[src/rtl/ifetch_pkg.sv]
// Shared fetch-stage types and constants: FSM state encoding and PC arithmetic offsets.
package ifetch_pkg;
  typedef enum logic [1:0] {
    FILL  = 2'd0,
    RUN   = 2'd1,
    FLUSH = 2'd2
  } ifetch_state_e;

  localparam logic [31:0] PC_INC      = 32'd4;
  localparam logic [31:0] PIPE_OFFSET = 32'd8;
endpackage

[src/rtl/ifetch32.sv]
// Instruction fetch stage: owns the PC, registers the fetched word for the decoder, and squashes one slot per taken branch.
// Optional performance counters are compiled in with `define IFETCH_PERF_EN.
module ifetch32
  import ifetch_pkg::*;
#(
  parameter logic [31:0] RESET_PC  = 32'h0000_0000,
  parameter logic [31:0] NOP_INSTR = 32'h0000_0000
) (
  input  logic        clk,
  input  logic        rst,
  input  logic        stall,
  output logic [31:0] imem_addr,
  input  logic [31:0] imem_rdata,
  output logic [31:0] iout,
  output logic        ispb_out,
  output logic [31:0] ir_pc,
  input  logic        ib_in,
  input  logic        bl_in,
  input  logic [31:0] bv_in,
  output logic        link_we,
  output logic [31:0] link_data
`ifdef IFETCH_PERF_EN
  ,
  output logic [31:0] perf_fetch,
  output logic [31:0] perf_squash
`endif
);

  ifetch_state_e r_state, w_state_nx;
  logic [31:0]   r_pc, w_pc_nx;
  logic [31:0]   r_iout, w_iout_nx;
  logic [31:0]   r_ir_pc, w_ir_pc_nx;
  logic          r_ispb, w_ispb_nx;

  always_ff @(posedge clk) begin
    if (rst) begin
      r_state <= FILL;
      r_pc    <= RESET_PC;
      r_iout  <= NOP_INSTR;
      r_ir_pc <= 32'd0;
      r_ispb  <= 1'b0;
    end else begin
      r_state <= w_state_nx;
      r_pc    <= w_pc_nx;
      r_iout  <= w_iout_nx;
      r_ir_pc <= w_ir_pc_nx;
      r_ispb  <= w_ispb_nx;
    end
  end

  // A stalled cycle leaves every default in place, so a held branch is applied on release.
  always_comb begin
    w_state_nx = r_state;
    w_pc_nx    = r_pc;
    w_iout_nx  = r_iout;
    w_ir_pc_nx = r_ir_pc;
    w_ispb_nx  = r_ispb;
    if (!stall) begin
      case (r_state)
        FILL: begin
          w_iout_nx  = imem_rdata;
          w_ir_pc_nx = r_pc;
          w_pc_nx    = r_pc + PC_INC;
          w_ispb_nx  = 1'b0;
          w_state_nx = RUN;
        end
        RUN: begin
          w_iout_nx  = imem_rdata;
          w_ir_pc_nx = r_pc;
          if (ib_in) begin
            w_pc_nx    = r_ir_pc + PIPE_OFFSET + bv_in;
            w_ispb_nx  = 1'b1;
            w_state_nx = FLUSH;
          end else begin
            w_pc_nx    = r_pc + PC_INC;
            w_ispb_nx  = 1'b0;
          end
        end
        FLUSH: begin
          w_iout_nx  = imem_rdata;
          w_ir_pc_nx = r_pc;
          w_pc_nx    = r_pc + PC_INC;
          w_ispb_nx  = 1'b0;
          w_state_nx = RUN;
        end
        default: w_state_nx = FILL;
      endcase
    end
  end

  assign imem_addr = {r_pc[31:2], 2'b00};
  assign iout      = r_iout;
  assign ispb_out  = r_ispb;
  assign ir_pc     = r_ir_pc;
  assign link_we   = ib_in & bl_in & ~stall & (r_state == RUN);
  assign link_data = r_ir_pc + PC_INC;

`ifdef IFETCH_PERF_EN
  logic [31:0] r_perf_fetch, r_perf_squash;

  always_ff @(posedge clk) begin
    if (rst) begin
      r_perf_fetch  <= 32'd0;
      r_perf_squash <= 32'd0;
    end else if (!stall) begin
      if (r_state == RUN || r_state == FLUSH)
        r_perf_fetch <= r_perf_fetch + 32'd1;
      if (r_state == RUN && ib_in)
        r_perf_squash <= r_perf_squash + 32'd1;
    end
  end

  assign perf_fetch  = r_perf_fetch;
  assign perf_squash = r_perf_squash;
`endif

endmodule

[config.mk]
export PLATFORM = sky130hd
export DESIGN_NAME = ifetch32
export DESIGN_NICKNAME = d
export VERILOG_FILES = /design/src/rtl/ifetch_pkg.sv /design/src/rtl/ifetch32.sv
export SDC_FILE = /design/constraint.sdc
export NUM_CORES = 1
export LEC_CHECK = 0
export ABC_AREA = 1
export BUFFER_PORTS_ARGS = -buffer_cell sky130_fd_sc_hd__clkbuf_2
export CAP_MARGIN = 20
export CORE_MARGIN = 5
export CORE_UTILIZATION = 59
export DETAILED_ROUTE_END_ITERATION = 6
export GPL_TIMING_DRIVEN = 0
export PLACE_DENSITY_LB_ADDON = 0.1
export SETUP_SLACK_MARGIN = 0.3
export SLEW_MARGIN = 20
export SYNTH_ARGS = -nofsm -noshare
export SYNTH_HDL_FRONTEND = slang
export SYNTH_SLANG_ARGS = --single-unit
export TNS_END_PERCENT = 100
[constraint.sdc]
create_clock -name clk -period 4.45 [get_ports clk]
set_input_delay 0.2225 -clock clk [delete_from_list [all_inputs] [get_ports clk]]
set_output_delay 0.2225 -clock clk [all_outputs]
set_load 0.03 [all_outputs]
* Word-level counts from Yosys, hierarchy flattened *
Cells that the tools add are included.

word-level totals
  input bits = 69
  bits in registers = 99
  logic and storage cells = 29
  output and inout bits = 130

cells by class
  reductions and logical operators = 7
  mux-type cells = 6
  add/subtract/negate cells = 4
  bitwise operators = 4
  equal/unequal tests = 3

operators with widths
  operator                                       count
  adder 32 x 3 -> 32 bit, second input constant  2
  one-hot mux 32 bit (2 select lines)            1
  adder 32 bit                                   1
  adder 32 x 4 -> 32 bit, second input constant  1
  two-way mux 32 bit                             1
  AND reduction 2 bit                            3
  one-hot mux 2 bit (2 select lines)             1
  bitwise AND 1 bit                              3
  OR reduction 3 bit                             1
  == test 2 x 1 -> 1 bit, second input constant  1
  == test 2 bit, second input constant           1
  zero test 2 bit                                1
  two-way mux 2 bit                              1
  inequality test 2 bit, second input constant   1
  one-hot mux 1 bit (2 select lines)             1
  nonzero test 2 bit                             1
  OR reduction 2 bit                             1
  two-way mux 1 bit                              1
  NOT 1 bit                                      1

* Logic depth before layout (Yosys ltp) *
  depth in word-level cells = 4
  gate-level depth with buffers = 16
  gate-level depth less buffers = 16

* Worst setup path after synthesis *
Ideal clock, no wire load.

  kind = reg-to-output
  start = register r_ir_pc[2] (netlist: ir_pc[2])
  end = output port link_data[26]
  cell stages (with the launch flop) = 11
  setup slack = 2.012 ns
  buffers on the path = 0
  arrival = 2.215 ns
  path through = dfxtp_1 -> ha_1 -> nand3_2 -> nor2_4 -> nand2_2 -> nor2_4 -> nand2_2 -> nor2_4 -> nand3_2 -> nor2_1 -> xor2_1

on the way
  word-level cells in the longest chain between the ends = 1

ends and longest elaborated chain
  item                      line            RTL
  start: declaration        ifetch32.sv:32  logic [31:0] r_ir_pc, w_ir_pc_nx;
  start signal: assignment  ifetch32.sv:46  r_ir_pc <= w_ir_pc_nx;
  adder 32 x 3 -> 32 bit    ifetch32.sv:96  assign link_data = r_ir_pc + PC_INC;
  end: declaration          ifetch32.sv:21  output logic [31:0] link_data

No other way between the ends.

* Final worst setup path *
  start = register r_ir_pc[11] (netlist: ir_pc[11])
  end = output port link_data[29]

Same word-level chain as after synthesis.

==> flow_metrics.tcl <==
set metrics [dict create \
    ys_seq_area_frac 0.247 \
    antenna_cells 0 \
    maxSlewViolCount 0 \
    postCtsSetupBuffers 0 \
    synth_most_common_cell "nand2_1" \
    synthFlopType "dfxtp_1" \
    ys_warn_count 0 \
    initial_core_util 0.603 \
    cts_resized 0 \
    async_flop_share 0 \
    peakVddDrop_mv 0.250 \
    dp.cells 1667 \
    synth_area_leaders "dfxtp_1, nand2_1, ha_1" \
    grt.overflow.total 0 \
    clockBufferDepth 2 \
    hold_start "imem_rdata[25]" \
    cap_violations 0 \
    p_leak_uw 0.00507 \
    switching_power_uw 1000 \
    synth_top_area_cell "dfxtp_1" \
    multiInputGateArea_mm2 0.00497 \
    die_area_mm2 0.0160 \
    avgSynthCellArea_um2 6.20 \
    fin_setup_tns_ns 0 \
    route.final.wire_length_mm 26.5 \
    cts_tree "done" \
    synth-edff-count 0 \
    dr.pass1.iters 6 \
    htree_levels 3 \
    dieHeight_um 127 \
    grt_pass1_wl_mm 41.6 \
    max_freq_mhz 341 \
    status "finished, final reports clean" \
    instances_no_fill 1683 \
    crit_arrival_ns 2.71 \
    grt_max_degree 19 \
    cts_sinks 99 \
    std_cell_rows 42 \
    via_per_inst 5.40 \
    drive_gt1_frac 0.190 \
    hold_viol 0 \
    fin_crit_ns 2.94 \
    cts.clk_slew.worst_paths_ns 0.08 \
    hp-class "in2reg" \
    gp_congestion 0.982 \
    nets 1635 \
    wl_per_cell_um 15.7 \
    drc 0 \
    numCtsBuffers 9 \
    area_growth_pct 18.6 \
    whs_path_depth 3 \
    p_seq_frac 0.391 \
    grt_use_total 0.319 \
    critPathRequiredTime_ns 4.23 \
    relSlewSlack 0.265 \
    p_int_uw 1620 \
    synth.top_cell.area_share 0.247 \
    worst_slew_pin_slew_ns 1.09 \
    finalCritPeriodShare 0.660 \
    endpoint_kind "output pin" \
    netSwitchingFraction 0.383 \
    drt-initial-drc-count 946 \
    ios 199 \
    port_buffers 195 \
    syn_inst 1295 \
    critPathKind "reg2out" \
    hold_end "iout[25]$_SDFFE_PP0P_" \
    fill_cells 1201 \
    root_buffer "clkbuf_16" \
    setup_viol 0 \
    holdWs_ns 0.0876 \
    path_max_fanout 6 \
    rsz0062_at_grt "no" \
    regToRegSetupSlack_ns 1.59 \
    power-per-cell-area_mw_per_mm2 276 \
    ant_nets 0 \
    postCtsHoldBufs 0 \
    fp.coreArea_mm2 0.0133 \
    syn-cell-area_mm2 0.00802 \
    vias 9082 \
    finalClockSkew_ns 0.00972 \
    p_comb_frac 0.316 \
    clkPwrFrac 0.293 \
    critPathLaunchType "flop" \
    r2r-end "r_pc[13]$_SDFFE_PP0P_" \
    final-seq-area_mm2 0.00198 \
    dpl.hpwl_mm 21.7 \
    reg2regPathDepth 13 \
    r2r-start "ir_pc[1]$_SDFFE_PP0P_" \
    antenna_found_initial 0 \
    clock_latency_ns 0.35 \
    ys_seq_elements 99 \
    synth_common_cells "nand2_1, inv_1, nor2_1" \
    synth.distinct_cells 44 \
    die_x_um 127 \
    grt_pass1_vias 8432 \
]
## power groups by stage
stage | logic [uW] | registers (uW) | clock network [uW]
after floorplan | 504 | 1100 | 0
final | 827 | 1030 | 768
after global routing | 911 | 1030 | 802
after global placement | 803 | 1040 | 0
after CTS | 821 | 1020 | 770
after detailed placement | 817 | 1040 | 0
## worst max-delay path by stage
stage               depth (start not counted)  slack [ns]                    from                    end
finish                                      5        1.51  ir_pc[11]$_SDFFE_PP0P_          link_data[29]
global route                                5        1.45  ir_pc[12]$_SDFFE_PP0P_          link_data[29]
CTS                                         5        1.53  ir_pc[11]$_SDFFE_PP0P_          link_data[29]
detailed placement                         14        1.70   ir_pc[1]$_SDFFE_PP0P_  r_pc[31]$_SDFFE_PP0P_
global placement                           14        1.73   ir_pc[1]$_SDFFE_PP0P_  r_pc[31]$_SDFFE_PP0P_
floorplan                                  10        2.01   ir_pc[2]$_SDFFE_PP0P_          link_data[26]
## stage by stage
step | cell area, um2 | worst slack (ns) | utilization | power (uW)
5_1_grt | 9520 | 1.45 | 0.716 | 2750
3_5_place_dp | 9220 | 1.70 | 0.694 | 1860
4_1_cts | 9520 | 1.53 | 0.716 | 2610
3_3_place_gp | 9220 | 1.73 | 0.694 | 1840
2_1_floorplan | 8030 | 2.01 | - | 1600
6_report | 9520 | 1.51 | 0.716 | 2620
## state kept, by name, summed over array words and instances, names as in the netlist
signal	cells
iout	32
ir_pc	32
ispb_out	1
r_pc	32
r_state	2
## cell usage in the layout, fill, tap and decap left out, types with 34 or more instances in the layout
master	instances
inv_1	165
ha_1	63
o21ai_0	98
nand3_1	74
dfxtp_1	99
clkbuf_2	195
buf_4	34
nor2_1	158
a21oi_1	88
nand2_1	332
## final cells by class
cell class	instances	area share
Sequential cell	99	0.208
Clock buffer	10	0.0251
Timing Repair Buffer	195	0.103
Clock inverter	6	0.00578
Inverter	178	0.0702
Buffer	71	0.0422
Multi-Input combinational cell	948	0.523
Tap cell	176	0.0231
## routing by layer
layer | GRT usage | up-vias | routed length, um
li1 | - | 4516 | -
met1 | 0.418 | 4122 | 11100
met2 | 0.535 | 388 | 12500
met3 | 0.0483 | 56 | 2180
met4 | 0.113 | 0 | 737
met5 | 0 | - | 0
## worst max-delay path, cell delays in order (launching register included)
cell	delay [ns]
dfxtp_1	0.54
nand2_2	0.18
nor4_1	0.96
nand4_1	0.24
xnor2_1	0.21
clkbuf_2	0.23
## cells by family after synthesis
logic type | synth area share
flip-flops | 0.247
AO/OA/AOI/OAI | 0.132
buffers and inverters | 0.133
other | 0.000467
multiplexers | 0.00125
XOR/XNOR | 0.0459
adder cells (fa/ha/maj) | 0.101
AND/OR/NAND/NOR | 0.339
No activity file was read; power rests on OpenSTA's default activity.
